--- src/rtl/boc_search_pkg.sv ---
// Package for the BOC acquisition search sequencer.
// Holds the sequencer state encoding, the default port widths and the
// number of cycles the code generator is held in reset while a bin loads.
package boc_search_pkg;

    localparam int DEF_ACC_WIDTH    = 32;
    localparam int DEF_ENERGY_WIDTH = 24;
    localparam int DEF_BIN_WIDTH    = 8;
    localparam int DEF_DWELL_WIDTH  = 6;

    // Generator reset hold per bin; covers the generator ROM latency.
    localparam int LOAD_HOLD = 2;

    typedef enum logic [2:0] {
        ST_IDLE,
        ST_LOAD,
        ST_DWELL,
        ST_WAIT_E,
        ST_EVAL,
        ST_STEP,
        ST_DONE
    } state_t;

endpackage

--- src/rtl/boc_bin_stepper.sv ---
// One search axis: a bin index counter plus its accumulated value.
//   clear       : idx <= 0, val <= init
//   step        : idx <= idx+1, val <= val+inc (mod 2^VAL_WIDTH);
//                 when already on the last bin it wraps to idx 0 / val init
//   count       : number of bins on this axis (0 is treated as 1)
//   idx, val    : current bin index and accumulated value
//   last        : current bin is the last one on this axis (wrap flag)
module boc_bin_stepper #(
    parameter int IDX_WIDTH = 8,
    parameter int VAL_WIDTH = 32
) (
    input  logic                 clk,
    input  logic                 rst_n,
    input  logic                 clear,
    input  logic                 step,
    input  logic [VAL_WIDTH-1:0] init,
    input  logic [VAL_WIDTH-1:0] inc,
    input  logic [IDX_WIDTH-1:0] count,
    output logic [IDX_WIDTH-1:0] idx,
    output logic [VAL_WIDTH-1:0] val,
    output logic                 last
);

    logic [IDX_WIDTH-1:0] top_idx;

    assign top_idx = (count == '0) ? '0 : count - IDX_WIDTH'(1);
    assign last    = (idx == top_idx);

    always_ff @(posedge clk) begin
        if (!rst_n) begin
            idx <= '0;
            val <= '0;
        end else if (clear || (step && last)) begin
            idx <= '0;
            val <= init;
        end else if (step) begin
            idx <= idx + IDX_WIDTH'(1);
            val <= val + inc;
        end
    end

endmodule

--- src/rtl/boc_search_ctrl.sv ---
// Acquisition search sequencer for one BOC correlator channel.
// Walks a code-phase (inner) x Doppler (outer) grid; per bin it holds the
// code generator in reset while the new phase/FCW load, dwells for a number
// of code periods, collects the correlator energy and tracks the maximum.
//
// Optional feature macro: SEARCH_THRESH_EN -- when defined, a bin energy
// >= rx_thresh is recorded as best and ends the search immediately.
//
// Ports:
//   rx_clk, rx_rst_n      clock, synchronous active-low reset
//   rx_start, rx_abort    start pulse (IDLE only), abort (any state -> IDLE)
//   rx_fcw_base/step      Doppler bin 0 FCW and per-bin increment
//   rx_dopp_bins          Doppler bin count (0 -> 1)
//   rx_phs_step/bins      code-phase increment and bin count (0 -> 1)
//   rx_dwell              code periods per bin (0 -> 1)
//   rx_thresh             early-stop threshold (SEARCH_THRESH_EN only)
//   rx_prn_eop            end-of-period pulse from the code generator
//   rx_corr_valid/energy  correlator energy result
//   tx_gen_rst            code generator reset (high in IDLE and LOAD)
//   tx_corr_paral_en      init-phase load enable (high while busy)
//   tx_prn_fcw, tx_init_phs  current bin FCW and initial phase
//   tx_busy, tx_done      search active, one-cycle completion pulse
//   tx_best_*             indices and energy of the strongest bin
module boc_search_ctrl
    import boc_search_pkg::*;
#(
    parameter int ACC_WIDTH    = DEF_ACC_WIDTH,
    parameter int ENERGY_WIDTH = DEF_ENERGY_WIDTH,
    parameter int BIN_WIDTH    = DEF_BIN_WIDTH,
    parameter int DWELL_WIDTH  = DEF_DWELL_WIDTH
) (
    input  logic                    rx_clk,
    input  logic                    rx_rst_n,
    input  logic                    rx_start,
    input  logic                    rx_abort,
    input  logic [ACC_WIDTH-1:0]    rx_fcw_base,
    input  logic [ACC_WIDTH-1:0]    rx_fcw_step,
    input  logic [BIN_WIDTH-1:0]    rx_dopp_bins,
    input  logic [ACC_WIDTH-1:0]    rx_phs_step,
    input  logic [BIN_WIDTH-1:0]    rx_phs_bins,
    input  logic [DWELL_WIDTH-1:0]  rx_dwell,
    input  logic [ENERGY_WIDTH-1:0] rx_thresh,
    input  logic                    rx_prn_eop,
    input  logic                    rx_corr_valid,
    input  logic [ENERGY_WIDTH-1:0] rx_corr_energy,
    output logic                    tx_gen_rst,
    output logic                    tx_corr_paral_en,
    output logic [ACC_WIDTH-1:0]    tx_prn_fcw,
    output logic [ACC_WIDTH-1:0]    tx_init_phs,
    output logic                    tx_busy,
    output logic                    tx_done,
    output logic [BIN_WIDTH-1:0]    tx_best_phs_idx,
    output logic [BIN_WIDTH-1:0]    tx_best_dopp_idx,
    output logic [ENERGY_WIDTH-1:0] tx_best_energy
);

    state_t state, state_next;

    logic [1:0]              load_cnt;
    logic [DWELL_WIDTH-1:0]  eop_cnt;
    logic [DWELL_WIDTH-1:0]  dwell_last;
    logic [ENERGY_WIDTH-1:0] energy_q;
    logic [BIN_WIDTH-1:0]    phs_idx, dopp_idx;
    logic                    phs_last, dopp_last, grid_last;
    logic                    idle, phs_step_en, dopp_step_en;
    logic                    gen_rst, busy, done;
    logic                    best_clr, capture, best_upd, step_en;
    logic [ACC_WIDTH-1:0]    zero_phs;

    assign dwell_last = (rx_dwell == '0) ? '0 : rx_dwell - DWELL_WIDTH'(1);
    assign grid_last  = phs_last && dopp_last;
    assign idle       = (state == ST_IDLE);
    assign zero_phs   = '0;

    // Phase is the inner loop; the final STEP leaves both axes untouched.
    assign phs_step_en  = step_en && !grid_last;
    assign dopp_step_en = step_en && phs_last && !dopp_last;

`ifdef SEARCH_THRESH_EN
    logic thresh_hit;
    assign thresh_hit = (energy_q >= rx_thresh);
`else
    logic thresh_unused;
    assign thresh_unused = ^rx_thresh;
`endif

    always_ff @(posedge rx_clk) begin
        if (!rx_rst_n) state <= ST_IDLE;
        else           state <= state_next;
    end

    always_comb begin
        state_next = state;
        gen_rst    = 1'b0;
        busy       = 1'b1;
        done       = 1'b0;
        best_clr   = 1'b0;
        capture    = 1'b0;
        best_upd   = 1'b0;
        step_en    = 1'b0;
        case (state)
            ST_IDLE: begin
                gen_rst = 1'b1;
                busy    = 1'b0;
                if (rx_start) begin
                    best_clr   = 1'b1;
                    state_next = ST_LOAD;
                end
            end
            ST_LOAD: begin
                gen_rst = 1'b1;
                if (load_cnt == 2'(LOAD_HOLD - 1)) state_next = ST_DWELL;
            end
            ST_DWELL: begin
                if (rx_prn_eop && (eop_cnt == dwell_last)) state_next = ST_WAIT_E;
            end
            ST_WAIT_E: begin
                if (rx_corr_valid) begin
                    capture    = 1'b1;
                    state_next = ST_EVAL;
                end
            end
            ST_EVAL: begin
                state_next = ST_STEP;
                if (energy_q > tx_best_energy) best_upd = 1'b1;
`ifdef SEARCH_THRESH_EN
                if (thresh_hit) begin
                    best_upd   = 1'b1;
                    state_next = ST_DONE;
                end
`endif
            end
            ST_STEP: begin
                step_en    = 1'b1;
                state_next = grid_last ? ST_DONE : ST_LOAD;
            end
            ST_DONE: begin
                done       = 1'b1;
                state_next = ST_IDLE;
            end
            default: state_next = ST_IDLE;
        endcase
        // Abort wins over every transition and suppresses all side effects.
        if (rx_abort) begin
            state_next = ST_IDLE;
            best_clr   = 1'b0;
            capture    = 1'b0;
            best_upd   = 1'b0;
            step_en    = 1'b0;
        end
    end

    always_ff @(posedge rx_clk) begin
        if (!rx_rst_n) begin
            load_cnt         <= '0;
            eop_cnt          <= '0;
            energy_q         <= '0;
            tx_best_energy   <= '0;
            tx_best_phs_idx  <= '0;
            tx_best_dopp_idx <= '0;
        end else begin
            load_cnt <= (state == ST_LOAD) ? load_cnt + 2'd1 : 2'd0;
            if (state != ST_DWELL)  eop_cnt <= '0;
            else if (rx_prn_eop)    eop_cnt <= eop_cnt + DWELL_WIDTH'(1);
            if (capture) energy_q <= rx_corr_energy;
            if (best_clr) begin
                tx_best_energy   <= '0;
                tx_best_phs_idx  <= '0;
                tx_best_dopp_idx <= '0;
            end else if (best_upd) begin
                tx_best_energy   <= energy_q;
                tx_best_phs_idx  <= phs_idx;
                tx_best_dopp_idx <= dopp_idx;
            end
        end
    end

    boc_bin_stepper #(.IDX_WIDTH(BIN_WIDTH), .VAL_WIDTH(ACC_WIDTH)) u_phs (
        .clk   (rx_clk),
        .rst_n (rx_rst_n),
        .clear (idle),
        .step  (phs_step_en),
        .init  (zero_phs),
        .inc   (rx_phs_step),
        .count (rx_phs_bins),
        .idx   (phs_idx),
        .val   (tx_init_phs),
        .last  (phs_last)
    );

    boc_bin_stepper #(.IDX_WIDTH(BIN_WIDTH), .VAL_WIDTH(ACC_WIDTH)) u_dopp (
        .clk   (rx_clk),
        .rst_n (rx_rst_n),
        .clear (idle),
        .step  (dopp_step_en),
        .init  (rx_fcw_base),
        .inc   (rx_fcw_step),
        .count (rx_dopp_bins),
        .idx   (dopp_idx),
        .val   (tx_prn_fcw),
        .last  (dopp_last)
    );

    assign tx_gen_rst       = gen_rst;
    assign tx_busy          = busy;
    assign tx_corr_paral_en = busy;
    assign tx_done          = done;

endmodule

--- config.mk ---
export PLATFORM = sky130hd
export DESIGN_NAME = boc_search_ctrl
export DESIGN_NICKNAME = d
export VERILOG_FILES = /design/src/rtl/boc_search_pkg.sv /design/src/rtl/boc_bin_stepper.sv /design/src/rtl/boc_search_ctrl.sv
export SDC_FILE = /design/constraint.sdc
export NUM_CORES = 1
export LEC_CHECK = 0
export ABC_AREA = 1
export BUFFER_PORTS_ARGS = -buffer_cell sky130_fd_sc_hd__buf_2
export CORE_ASPECT_RATIO = 0.75
export CORE_MARGIN = 4
export CORE_UTILIZATION = 35
export DETAILED_ROUTE_END_ITERATION = 6
export SYNTH_ARGS = -nofsm -noshare
export SYNTH_HDL_FRONTEND = slang
export SYNTH_SLANG_ARGS = --single-unit
--- constraint.sdc ---
create_clock -name rx_clk -period 5.55 [get_ports rx_clk]
set_clock_uncertainty 0.1 [all_clocks]
set_input_delay 0.555 -clock rx_clk [delete_from_list [all_inputs] [get_ports rx_clk]]
set_output_delay 0.555 -clock rx_clk [all_outputs]
set_load 0.005 [all_outputs]
==> impl_metrics.csv <==
group,metric,value,unit
status,status,"finished clean",
die,coreArea,32400,sq um
logic_synthesis,synth_ff_type,"dfxtp_1",
cts,postCtsSetupBuffers,0,
power,power,3.02,mW
logic_synthesis,synth_compound_area_share,17.3,%
global_route,grt.total_usage,20.8,%
placed_design,hpwl,30.2,mm
logic_synthesis,async_flop_share,0,%
final_layout,instances_no_fill,2530,
routing,drt_iter0_drc,917,
logic_synthesis,synthAdderAreaFrac,10.4,%
setup_path,r2r_end,"tx_best_energy[2]",
logic_synthesis,synth_mux_area_share,0,%
logic_synthesis,yosys.area.top_type,"dfxtp_1",
logic_synthesis,ys_types,43,
placed_design,portBuffers,255,
setup_path,reg2regPathDepth,9,
die,rows,57,
logic_synthesis,ys_ff_latch,155,
final_layout,final_area,13700,sq um
routing,wl_per_cell,15.3,microns
final_layout,drive_gt1_share,15.9,%
cts,clock_sinks,155,
final_layout,multiInputGateArea,7460,sq um
timing,min_period,3.57,ns
setup_path,reg2reg_from,"tx_best_energy[23]",
worst_hold_path,hold_class,"in -> reg",
setup_path,worst_setup_path_start_kind,"register",
setup_path,path_max_fanout,63,
setup_path,r2r_setup_slack,1.98,ns
setup_path,critPathArrivalTime,3.77,ns
logic_synthesis,yosysSeqAreaShare,26.9,%
logic_synthesis,yosys-top-cells-area,"dfxtp_1 27%, nand2_1 16%, ha_1 10%",
setup_path,required,5.74,ns
power,ir_drop,0.147,mV
final_layout,fill_cells,3527,
cts,cts_max_path_buffers,2,
global_route,grt-ovfl-total,0,
global_route,grt_pass1_vias,11400,
power,swShare,32.7,%
worst_hold_path,min_path_cells,3,
cts,ctsResizeCount,0,
placed_design,place_inst,2497,
setup_path,cp-endpoint,"tx_best_energy[2]",
logic_synthesis,synth_top_family_by_area,"simple AND/OR/NAND/NOR gates",
global_route,antenna_found_initial,1,
logic_synthesis,yosys.area_share.simple,33.6,%
global_route,grt_first_pass_wirelength,60.2,mm
timing,setup_viol,0,
final_layout,seqCellArea,3100,sq um
routing,wirelength,38.7,mm
final_layout,final_nets,2341,
cts,cts_root_buffer,"clkbuf_16",
flow_run,maxCapViolations,0,
power,combPwrFrac,21.9,%
die,die_w,218,microns
cts,hold_buffers,0,
die,die_y,165,microns
timing,tns,0,ns
setup_path,crit_slowest_cell,"nand2_2",
final_layout,layout_common_cells,"477 x nand2_1, 265 x nor2_1, 255 x buf_2, 184 x inv_1, 181 x a21oi_1",
routing,drtPass1Iterations,5,
routing,drc,0,
routing,vias,12500,
cts,clkLatencyLatePin,0.44,ns
setup_path,path_cells,"inv_1 > ha_1 > nand2_1 > nor4_2 > nand3_1 > o211ai_2 > nand2_2 > o21ai_0 > a21oi_1",
power,p_clk_share,39.3,%
power,p_seq_share,38.8,%
placed_design,place_congestion,0.942,
logic_synthesis,syn-cell-area,11600,sq um
setup_path,critPathKind,"reg -> reg",
setup_path,end_kind,"register",
routing,ant_nets,0,
logic_synthesis,synth_xor_area_share,3.18,%
power,power.switching,988,uW
global_route,grt_max_degree,64,
logic_synthesis,syn_nets,2116,
final_layout,areaGrowthSynthToFinish,18.9,%
placed_design,placed_area,13200,sq um
timing,maxSlewHeadroom,30.5,%
logic_synthesis,synth_top_cell_area_share,26.9,%
timing,max_slew.worst_pin.slew,1.04,ns
setup_path,crit_path_max_incr_delay,0.82,ns
cts,numCtsBuffers,17,
cts,htreeDepth,4,
logic_synthesis,synth_edf_count,0,
timing,whs,0.261,ns
timing,fmax,280,MHz
timing,final_max_slew_viol_count,0,
timing,fin_crit_sh,64.4,%
routing,vias_per_cell,4.95,
cts,tritoncts,"yes",
power,p_leak,6.59,nW
power,p_int,2.03,mW
setup_path,cp-startpoint,"tx_best_energy[23]",
timing,hold_viol_final,0,
die,ioPinCount,280,
logic_synthesis,syn_inst,1849,
cts,cts.clk_slew.worst_paths,0.07,ns
timing,grt_setup_unrepaired,"false",
die,die-area,36000,sq um
final_layout,final_common_cell,"nand2_1",
logic_synthesis,yosysWarnings,0,
logic_synthesis,syn_avg_cell_area,6.25,sq um
die,initial_core_util,35.6,%
power,pwr_density_cell,220,nW/um^2
[metrics by stage]
step	utilization, %	worst slack (ns)
after detailed placement	40.6	1.91
after floorplan	-	3.03
after global placement	40.6	1.96
after CTS	42.3	1.89
final	42.3	1.98
after global routing	42.3	1.47
[power by group through the flow]
stage	Combinational, mW	Clock (mW)	Sequential, mW
floorplan	0.437	0	1.19
global placement	0.651	0	1.19
detailed placement	0.655	0	1.20
CTS	0.659	1.22	1.17
global route	0.753	1.26	1.17
finish	0.663	1.19	1.17
[logic make-up (layout without fill, tap and decap cells)]
| kind of cell | count (synthesis) | after routing |
|---|---|---|
| fa+ha+maj | 95 | 95 |
| other cells | 0 | 1 |
| buf+inv | 245 | 483 |
| flops | 155 | 155 |
| simple gates | 938 | 938 |
| compound gates | 374 | 374 |
| xor+xnor | 42 | 42 |
[registers in the layout, summed over array words and instances, names as in the netlist]
| register | flops |
|---|---|
| energy_q | 24 |
| eop_cnt | 6 |
| load_cnt | 2 |
| state | 3 |
| tx_best_dopp_idx | 8 |
| tx_best_energy | 24 |
| tx_best_phs_idx | 8 |
| u_dopp.idx | 8 |
| u_dopp.val | 32 |
| u_phs.idx | 8 |
| u_phs.val | 32 |
[worst min path at each step]
| stage | startpoint | endpoint | slack, ns |
|---|---|---|---|
| after floorplan | load_cnt[0] | load_cnt[0] | 0.30 |
| after global placement | load_cnt[0] | load_cnt[0] | 0.31 |
| after detailed placement | load_cnt[0] | load_cnt[0] | 0.32 |
| after CTS | rx_corr_energy[19] | energy_q[19] | 0.24 |
| after global routing | rx_corr_energy[19] | energy_q[19] | 0.26 |
| final | rx_corr_energy[19] | energy_q[19] | 0.26 |
[cell type report]
type	count	share of cell area, %
multi-input cells	1449	54.3
flip-flops and latches	155	22.6
repair buffers	262	9.67
inverters	189	5.16
well taps	442	4.03
clock buffers	19	3.22
clock inverters	13	0.956
diodes	1	0.0182
[worst max-delay path, delay by kind of cell, from the launching register on]
family                   cells  cell delay, ns
AO/OA/AOI/OAI                3            1.21
adder cells (fa/ha/maj)      1            0.29
flip-flops                   1            0.33
buffers and inverters        1            0.05
AND/OR/NAND/NOR              4            1.44
[routing by layer]
metal  share of wire (%)  vias up  routed length (microns)  track usage, %
li1                    -     6489                        -               -
met1                  51     5620                    19800            31.4
met2                  40      379                    15500            29.7
met3                 6.8       41                     2640            4.52
met4                 1.9        2                      733            5.17
met5               0.034        -                       13               0
[synthesized netlist by cell type (3+ instances only)]
| cell | n |
|---|---|
| o21bai_1 | 6 |
| a21oi_1 | 181 |
| a21oi_2 | 10 |
| or2_2 | 5 |
| nor2_1 | 265 |
| xnor2_1 | 11 |
| nor4_1 | 4 |
| clkbuf_1 | 33 |
| a21boi_0 | 3 |
| inv_1 | 184 |
| inv_2 | 5 |
| a31oi_1 | 4 |
| buf_6 | 6 |
| dfxtp_1 | 155 |
| nand2_1 | 479 |
| nand3_1 | 118 |
| a21o_1 | 7 |
| o211ai_1 | 5 |
| nand3b_1 | 12 |
| nor3b_1 | 3 |
| xor2_1 | 31 |
| buf_4 | 3 |
| nor3_1 | 21 |
| ha_1 | 93 |
| o21ai_0 | 144 |
| nand4_1 | 15 |
| o21a_1 | 6 |
| nand2_2 | 3 |
| buf_2 | 11 |
| o21ai_1 | 4 |
| nor2_2 | 7 |
(Power assumes the default switching activity.)
